`src/rtl/reg_ctrl_pkg.sv`:
```
// Shared types and constants for the register-file write-back control slice.
// Round-robin arbitration is selected by defining REG_WB_RR_EN at build time.
package reg_ctrl_pkg;

    localparam int AW_DEF    = 5;
    localparam int DW_DEF    = 32;
    localparam int N_REQ_DEF = 3;
    localparam int REG_COUNT = 32;

    typedef logic [1:0] req_idx_t;

    localparam logic [AW_DEF-1:0] ZERO_REG = '0;

endpackage

```
`src/rtl/reg_wb_pick.sv`:
```
// Combinational requester picker: first valid at or after the start pointer,
// wrapping modulo N. With the pointer tied to 0 it is a fixed lowest-index priority.
module reg_wb_pick
    import reg_ctrl_pkg::*;
#(
    parameter int N = N_REQ_DEF
) (
    input  logic [N-1:0] i_valid,
    input  req_idx_t     i_ptr,
    output logic [N-1:0] o_grant,
    output req_idx_t     o_idx
);

    always_comb begin
        logic found;
        int   j;
        o_grant = '0;
        o_idx   = '0;
        found   = 1'b0;
        j       = 0;
        for (int k = 0; k < N; k++) begin
            j = (int'(i_ptr) + k) % N;
            if (!found && i_valid[j]) begin
                found      = 1'b1;
                o_grant[j] = 1'b1;
                o_idx      = req_idx_t'(j);
            end
        end
    end

endmodule

```
`src/rtl/reg_wb_arbiter.sv`:
```
// Write-back arbiter driving the register file write port from a registered stage,
// plus the pending-write scoreboard. REG_WB_RR_EN enables round-robin arbitration.
module reg_wb_arbiter
    import reg_ctrl_pkg::*;
#(
    parameter int N_REQ = N_REQ_DEF,
    parameter int AW    = AW_DEF,
    parameter int DW    = DW_DEF
) (
    input  logic                  clk,
    input  logic                  rst_n,
    input  logic [N_REQ-1:0]      req_valid,
    output logic [N_REQ-1:0]      req_ready,
    input  logic [N_REQ*AW-1:0]   req_addr,
    input  logic [N_REQ*DW-1:0]   req_data,
    output logic                  wr_en,
    output logic [AW-1:0]         wr_addr,
    output logic [DW-1:0]         wr_data,
    output logic [1:0]            wr_src,
    input  logic                  sb_set_valid,
    input  logic [AW-1:0]         sb_set_addr,
    output logic [REG_COUNT-1:0]  sb_busy
);

    logic [N_REQ-1:0]     w_grant;
    req_idx_t             w_idx;
    req_idx_t             w_ptr;
    logic                 w_xfer;
    logic [AW-1:0]        w_addr;
    logic [DW-1:0]        w_data;
    logic [REG_COUNT-1:0] w_sb_clr;
    logic [REG_COUNT-1:0] w_sb_set;
    logic [REG_COUNT-1:0] w_sb_next;

    logic                 r_wr_en;
    logic [AW-1:0]        r_wr_addr;
    logic [DW-1:0]        r_wr_data;
    req_idx_t             r_wr_src;
    logic [REG_COUNT-1:0] r_sb;

    reg_wb_pick #(.N(N_REQ)) u_pick (
        .i_valid (req_valid),
        .i_ptr   (w_ptr),
        .o_grant (w_grant),
        .o_idx   (w_idx)
    );

    assign req_ready = w_grant;
    assign w_xfer    = |w_grant;
    assign w_addr    = req_addr[int'(w_idx)*AW +: AW];
    assign w_data    = req_data[int'(w_idx)*DW +: DW];

`ifdef REG_WB_RR_EN
    req_idx_t r_ptr;

    always_ff @(posedge clk or negedge rst_n) begin
        if (!rst_n) begin
            r_ptr <= '0;
        end else if (w_xfer) begin
            r_ptr <= (int'(w_idx) == N_REQ - 1) ? '0 : w_idx + 2'd1;
        end
    end

    assign w_ptr = r_ptr;
`else
    assign w_ptr = '0;
`endif

    // Register 0 still completes its handshake but never reaches the port.
    always_ff @(posedge clk or negedge rst_n) begin
        if (!rst_n) begin
            r_wr_en   <= 1'b0;
            r_wr_addr <= '0;
            r_wr_data <= '0;
            r_wr_src  <= '0;
        end else if (w_xfer) begin
            r_wr_en   <= (w_addr != AW'(ZERO_REG));
            r_wr_addr <= w_addr;
            r_wr_data <= w_data;
            r_wr_src  <= w_idx;
        end else begin
            r_wr_en   <= 1'b0;
        end
    end

    // Clear is applied before set so an issue and a write-back to the same
    // register on one edge leave it pending.
    always_comb begin
        w_sb_clr = '0;
        w_sb_set = '0;
        if (w_xfer)
            w_sb_clr[w_addr] = 1'b1;
        if (sb_set_valid)
            w_sb_set[sb_set_addr] = 1'b1;
        w_sb_next = (r_sb & ~w_sb_clr) | w_sb_set;
        w_sb_next[ZERO_REG] = 1'b0;
    end

    always_ff @(posedge clk or negedge rst_n) begin
        if (!rst_n)
            r_sb <= '0;
        else
            r_sb <= w_sb_next;
    end

    assign wr_en   = r_wr_en;
    assign wr_addr = r_wr_addr;
    assign wr_data = r_wr_data;
    assign wr_src  = r_wr_src;
    assign sb_busy = r_sb;

endmodule

```
`config.mk`:
```
export PLATFORM = sky130hd
export DESIGN_NAME = reg_wb_arbiter
export DESIGN_NICKNAME = d
export VERILOG_FILES = /design/src/rtl/reg_ctrl_pkg.sv /design/src/rtl/reg_wb_pick.sv /design/src/rtl/reg_wb_arbiter.sv
export SDC_FILE = /design/constraint.sdc
export NUM_CORES = 1
export LEC_CHECK = 0
export ABC_AREA = 0
export BUFFER_PORTS_ARGS = -buffer_cell sky130_fd_sc_hd__buf_4
export CORE_MARGIN = 4
export CORE_UTILIZATION = 39
export DETAILED_ROUTE_END_ITERATION = 7
export MAX_ROUTING_LAYER = met4
export PLACE_DENSITY = 0.66
export SYNTH_ARGS = -nofsm -noshare
export SYNTH_HDL_FRONTEND = slang
export SYNTH_HIERARCHICAL = 1
export SYNTH_SLANG_ARGS = --single-unit
```
`constraint.sdc`:
```
create_clock -name clk -period 0.9 [get_ports clk]
set_input_delay 0.045 -clock clk [delete_from_list [all_inputs] [get_ports clk]]
set_output_delay 0.045 -clock clk [all_outputs]
set_load 0.01 [all_outputs]
```
==> results of run 1 <==
## power by group through the flow
stage          clock (uW)  combinational [uW]  sequential, uW
2_1_floorplan           0                2130            4400
3_3_place_gp            0                4610            4140
3_5_place_dp            0                4690            4160
4_1_cts              2560                6360            4190
5_1_grt              2740                7490            4280
6_report             2530                7090            4220
## area by class of cell
class / count / area, sq um / area share (%)
clock inverters: 6 / 62.56 / 0.7436
inverters: 9 / 33.78 / 0.4015
repair buffers: 349 / 3450 / 41.00
multi-input cells: 384 / 2789 / 33.15
well taps: 140 / 175.2 / 2.082
clock buffers: 9 / 123.9 / 1.472
flip-flops and latches: 71 / 1779 / 21.15
## cell usage after synthesis (2+ instances only)
| cell | count |
|---|---|
| nand3_1 | 29 |
| buf_1 | 3 |
| and3b_1 | 3 |
| buf_2 | 10 |
| a2bb2oi_2 | 2 |
| buf_6 | 7 |
| o211ai_1 | 6 |
| o31ai_1 | 36 |
| a31oi_1 | 3 |
| o22ai_1 | 3 |
| ha_1 | 4 |
| nor3_1 | 3 |
| o21a_1 | 4 |
| a21oi_1 | 70 |
| o21ai_0 | 31 |
| nand2_1 | 42 |
| and2b_1 | 2 |
| dfrtp_1 | 71 |
| inv_1 | 9 |
| clkbuf_1 | 14 |
| nor3b_1 | 4 |
| and3_1 | 2 |
| nor2_1 | 74 |
| a221oi_1 | 2 |
| buf_4 | 4 |
| o2bb2ai_2 | 2 |
| mux2i_1 | 37 |
## repair_timing
item / 4_1_cts / 5_1_grt
hold endpoints to repair: 97 / 1
gates cloned: 10 / 4
hold buffers: 27 / 1
resized for setup: 131 / 53
pin swaps: 29 / 51
setup buffers: 62 / 18
endpoints found under the setup margin: 145 / 145
## layer usage
metal / global-route usage [%] / wire length, microns
met1: 33.42 / 7204
met4: 10.50 / 554
met2: 48.22 / 9775
met3: 4.545 / 1160
met5: - / 0
## metrics by stage
stage | power (uW) | hold slack, ns | utilization (%) | instance area, sq um
2_1_floorplan | 6528 | -0.2506 | - | 4454
3_3_place_gp | 8749 | -0.05400 | 58.35 | 6297
3_5_place_dp | 8851 | -0.05881 | 58.35 | 6297
4_1_cts | 13110 | 0.0003871 | 74.16 | 8004
5_1_grt | 14510 | 0.01136 | 77.95 | 8413
6_report | 13840 | 0.003538 | 77.95 | 8413
## worst min-delay path, cell delays in order
cell	delay (ns)
buf_4	0.08
a21oi_1	0.05
a21oi_1	0.13
## registers in the layout, summed over array words and instances, names as in the netlist
register	cells
wr_data	32
wr_src	2
sb_busy	31
wr_addr	5
wr_en	1
## cell families (layout without fill, tap and decap cells)
logic type      Yosys count  in the layout  synth area share, %
compound gates          164            166                23.92
flops                    71             71                41.47
simple gates            167            167                17.61
buf+inv                  47            373                5.987
fa+ha+maj                 4              4                1.168
other cells               1              7              0.08753
mux                      40             40                9.755
## worst max path at each step
stage                 startpoint                      end  cells past startpoint
global route        req_valid[0]    sb_busy[20]$_DFF_PN0_                     12
floorplan           req_valid[0]    sb_busy[16]$_DFF_PN0_                     11
detailed placement  req_valid[0]  wr_data[13]$_DFFE_PN0P_                     10
global placement    req_valid[0]  wr_data[13]$_DFFE_PN0P_                     10
finish              req_valid[0]    sb_busy[21]$_DFF_PN0_                     12
CTS                 req_valid[0]     sb_busy[6]$_DFF_PN0_                     10
==> flow_summary.yaml, run 1 <==
run_status:
  status: "finished, violations left"
  failed_checks: "setup timing"
finish:
  fill_cells: 723
  final_common_cell: "buf_4"
  layout.cells.non_filler: 968
  antenna_cells: 0
  syn_to_final_growth_pct: 96.38
  layout_common_cells: "buf_4 (201), buf_6 (91), nor2_1 (74), dfrtp_1 (69), a21oi_1 (58)"
  drive_gt1_share_pct: 49.15
  nNetsFinal: 950
sta:
  slew_headroom_pct: 53.15
  hold_viol: 0
  slew_viol_final: 0
  fin_crit_ns: 1.822
  setup_slack_ns: -0.9221
  worst_pin_slew_ns: 0.7001
  skew_ns: 0
  grt_setup_unrepaired: "true"
  setup_tns_ns: -56.64
  post-route-period-util_pct: 202.5
  timing.fmax_mhz: 548.8
  report.final.setup_viol: 142
power_and_ir_drop:
  internal-power_uw: 8945
  pwr-share-comb_pct: 51.2
  power.share.clock_pct: 18.3
  powerDensity_nw_per_um2: 1645
  pwr-share-seq_pct: 30.5
  p_leak_uw: 0.003698
  p_sw_uw: 4897
  max-vdd-ir-drop_mv: 1.089
  p_sw_share_pct: 35.38
worst_setup_path:
  start_kind: "input pin"
  crit_type: "in2reg"
  end_kind: "flip-flop"
  rr_startpoint: "sb_busy[24]$_DFF_PN0_"
  cp.arrival_ns: 2.10
  rr_endpoint: "sb_busy[24]$_DFF_PN0_"
  cp.required_ns: 1.18
  path_buf_inv: 4
  cp_slowest_cell: "mux2i_4"
  cp_top_family: "multiplexers"
  slowest_delay_ns: 0.31
  reg2regPathDepth: 3
  r2r_slack_ns: 0
  critPathMaxFanout: 4
  cp_cell_sequence: "buf_6 > mux2_4 > mux2i_4 > o211ai_1 > buf_4 > o21ai_4 > mux2i_4 > buf_6 > a2bb2oi_4 > clkbuf_16 > o31ai_2 > nand3_1"
yosys:
  yosysSeqAreaShare_pct: 41.47
  synth_top_cell_by_area: "dfrtp_1"
  synth_ff_type: "dfrtp_1"
  synth.distinct_cells: 44
  syn_area_sq_um: 4284
  synth_edf_count: 0
  async_flop_share_pct: 100.0
  synth_cells: 494
  synth.avg_cell_area_sq_um: 8.672
  yosys_register_bits: 71
  yosys_warnings: 6
  synth.area.top_cells: "dfrtp_1 (41%), mux2i_1 (8.6%), a21oi_1 (8.2%)"
  synth_top_area_share_pct: 41.47
drt:
  drt_iter0_drc: 285
  routed_via_density: 5.489
  routed-via-count: 5313
  drcViolationCount: 0
  wire_per_inst_microns: 19.31
  dr.pass1.iters: 4
  antenna_left: 0
  wl_microns: 18690
floorplanning:
  initial_core_util_pct: 39.69
  row_count: 38
  die_area_sq_um: 12730
  io_pins: 197
  die_h_microns: 112.8
  placeableCoreArea_sq_um: 10790
  die_w_microns: 112.8
worst_hold_path:
  holdPathEnd: "wr_data[5]$_DFFE_PN0P_"
  hp-class: "in2reg"
  min_from: "req_data[37]"
  min_path_cells: 3
grt:
  grt_pass1_vias: 5474
  overflow: 0
  grt_max_degree: 38
  grt_first_pass_wirelength_microns: 27970
  antenna_found_initial: 0
  grt_usage_pct: 28.17
clocking:
  clkLatencyLatePin_ns: 0.35
  cts_max_level: 3
  cts_buffers: 9
  cts.clk_slew.worst_paths_ns: 0.08
  cts_sinks: 71
  clk_path_buf_depth: 2
  cts_root_buffer: "clkbuf_8"
  cts_tree: "done"
place:
  hpwl_microns: 10810
  gp_congestion: 0.8730
  port_buffers: 195
  dp.cells: 837
  place_ws_ns: -1.239
job:
  max_cap_viol_count: 0
Power figures use the tool's default switching activity.
==> inputs of run 2 (changes only) <==
--- a/config.mk
+++ b/config.mk
@@ -8,11 +8,10 @@
 export ABC_AREA = 0
 export BUFFER_PORTS_ARGS = -buffer_cell sky130_fd_sc_hd__buf_4
 export CORE_MARGIN = 4
-export CORE_UTILIZATION = 39
+export CORE_UTILIZATION = 49
 export DETAILED_ROUTE_END_ITERATION = 7
 export MAX_ROUTING_LAYER = met4
-export PLACE_DENSITY = 0.66
+export PLACE_DENSITY = 0.83
 export SYNTH_ARGS = -nofsm -noshare
 export SYNTH_HDL_FRONTEND = slang
-export SYNTH_HIERARCHICAL = 1
 export SYNTH_SLANG_ARGS = --single-unit
==> constraint.sdc (replaced) <==
create_clock -name clk -period 2.2 [get_ports clk]
set_input_delay 0.11 -clock clk [delete_from_list [all_inputs] [get_ports clk]]
set_output_delay 0.11 -clock clk [all_outputs]
set_load 0.01 [all_outputs]
==> run 2 against run 1 <==
The run now ends clean. First-iteration DRC count is 33% lower. Sequential power is 60% lower. Count of clock-buffer cells in the layout is 4 higher. Die area is 30% lower. Via count is 24% lower. Combinational power is 82% lower. Cell area is 36% lower. Wire length is 32% lower. Cell count is 27% lower. Synthesized cell count is 16% lower. Global-route usage is 0.63 points higher. Clock skew stayed put.
==> flow_summary.yaml, run 2 <==
yosys:
  yosysSeqAreaShare_pct: 48.25
  async_flop_share_pct: 100.0
  yosys_register_bits: 71
  synth.avg_cell_area_sq_um: 8.894
  syn_area_sq_um: 3682
  synth_common_cells: "nor2_1 (101), dfrtp_1 (71), a22oi_1 (38)"
  synth_top_area_share_pct: 48.25
  synth_top_cell_by_area: "dfrtp_1"
  synth.distinct_cells: 37
  synth_ff_type: "dfrtp_1"
  synth_edf_count: 0
  synth_cells: 414
  yosys_warnings: 0
  synth_fp_nets: 536
  synth_most_common_cell: "nor2_1"
  synth.area.top_cells: "dfrtp_1 (48%), nor2_1 (10%), a22oi_1 (7.7%)"
worst_setup_path:
  cp.required_ns: 2.39
  cp.arrival_ns: 1.67
  slowest_delay_ns: 0.43
  rr_endpoint: "wr_data[26]$_DFFE_PN0P_"
  cp_top_family: "simple AND/OR/NAND/NOR gates"
  path_buf_inv: 1
  rr_startpoint: "wr_data[26]$_DFFE_PN0P_"
  end_kind: "flip-flop"
  cp_cell_sequence: "buf_4 > nor2_1 > a221o_2 > nor3b_4 > a31oi_1"
  cp_slowest_cell: "nor2_1"
  r2r_slack_ns: 1.40
  crit_type: "in2reg"
  start_kind: "input pin"
  reg2regPathDepth: 2
  critPathMaxFanout: 21
floorplanning:
  io_pins: 197
  placeableCoreArea_sq_um: 7292
  die_w_microns: 94.69
  die_area_sq_um: 8966
  initial_core_util_pct: 50.50
  row_count: 31
  die_h_microns: 94.69
sta:
  skew_ns: 0
  timing.fmax_mhz: 676.7
  worst_pin_slew_ns: 0.8693
  setup_slack_ns: 0.7223
  slew_headroom_pct: 42.05
  report.final.setup_viol: 0
  hold_viol: 0
  slew_viol_final: 0
  post-route-period-util_pct: 67.17
  grt_setup_unrepaired: "false"
  fin_crit_ns: 1.478
  setup_tns_ns: 0
power_and_ir_drop:
  max-vdd-ir-drop_mv: 0.3271
  p_leak_uw: 0.002612
  powerDensity_nw_per_um2: 747.6
  total_power_uw: 4047
finish:
  drive_gt1_share_pct: 38.84
  layout.cells.non_filler: 704
  antenna_cells: 0
  nNetsFinal: 722
  largest_register_ffs: 32
  layout_common_cells: "buf_4 (201), nor2_1 (101), dfrtp_1 (71), a22oi_1 (38), a31oi_1 (32)"
  final_common_cell: "buf_4"
  syn_to_final_growth_pct: 47.03
job:
  max_cap_viol_count: 0
clocking:
  cts_max_level: 3
  cts_root_buffer: "clkbuf_8"
  cts_buffers: 9
  cts_tree: "done"
  clk_path_buf_depth: 2
  clkLatencyLatePin_ns: 0.34
  cts.clk_slew.worst_paths_ns: 0.08
  cts_sinks: 71
  cts_setup_buffers: 0
drt:
  antenna_left: 0
  drcViolationCount: 0
  routed-via-count: 4022
  dr.pass1.iters: 5
  drt_iter0_drc: 190
  routed_via_density: 5.713
  wire_per_inst_microns: 17.93
  wl_microns: 12620
place:
  hpwl_microns: 9588
  place_ws_ns: 0.3784
  port_buffers: 195
  dp.cells: 686
  gp_congestion: 0.9665
worst_hold_path:
  min_path_cells: 3
  holdPathEnd: "wr_data[27]$_DFFE_PN0P_"
  hp-class: "in2reg"
  min_from: "req_data[27]"
grt:
  antenna_found_initial: 0
  grt_max_degree: 72
  grt_first_pass_wirelength_microns: 19420
  overflow: 0
  grt_usage_pct: 28.80
  grt_pass1_vias: 4079
run_status:
  status: "finished clean"
[run 2: kinds of logic (layout without fill, tap and decap cells)]
family / count (synthesis) / count (layout) / share of synthesized area (%)
and+or+nand+nor: 167 / 167 / 22.60
AOI/OAI and AO/OA: 144 / 144 / 25.21
DFF: 71 / 71 / 48.25
buffers and inverters: 31 / 222 / 3.839
other: 1 / 1 / 0.1018
[run 2: final cells by class]
cell class	instances	area, sq um
fill	570	1878
sequential	71	1777
multi-input combinational	312	1764
timing repair buffer	203	1529
clock buffer	13	168.9
tap	99	123.9
clock inverter	3	40.04
inverter	3	11.26
[run 2: worst max-delay path by stage]
stage,start,slack (ns),end,depth (start not counted)
floorplan,req_valid[0],0.69,sb_busy[13]$_DFF_PN0_,6
global placement,req_valid[2],0.46,sb_busy[29]$_DFF_PN0_,6
detailed placement,req_valid[1],0.38,sb_busy[30]$_DFF_PN0_,5
CTS,req_valid[1],0.75,sb_busy[26]$_DFF_PN0_,5
global route,req_valid[1],0.58,sb_busy[12]$_DFF_PN0_,5
finish,req_valid[1],0.72,sb_busy[22]$_DFF_PN0_,5
[run 2: report_power, final]
part / total, uW / internal (uW) / switching (uW)
logic: 1250 / 652 / 602
registers: 1700 / 1550 / 157
clock network: 1090 / 614 / 476
total: 4050 / 2810 / 1240
[run 2: worst reg2reg max path, cell delays in order, from the launching register on]
cell	delay, ns
dfrtp_1	0.40
a22oi_1	0.14
o21ai_0	0.12
[run 2: what timing repair did]
action,CTS,global route
endpoints found under the hold margin,72,0
gates resized for setup,0,0
hold buffers,2,0
setup endpoints to repair,0,0
[run 2: stage by stage]
stage	hold WS [ns]	util (%)	instance area [sq um]
after floorplan	-0.1856	-	3682
after global placement	0.2849	71.10	5185
after detailed placement	0.2901	71.10	5185
after CTS	0.0004593	74.25	5414
after global routing	0.003802	74.25	5414
final	0.004902	74.25	5414
[run 2: routing by layer]
| metal | share of wire [%] | global-route usage [%] | vias to the layer above |
|---|---|---|---|
| li1 | - | - | 1879 |
| met1 | 36 | 32.72 | 1902 |
| met2 | 51 | 48.33 | 204 |
| met3 | 8.9 | 7.012 | 37 |
| met4 | 3.3 | 12.50 | 0 |
| met5 | 0 | - | - |
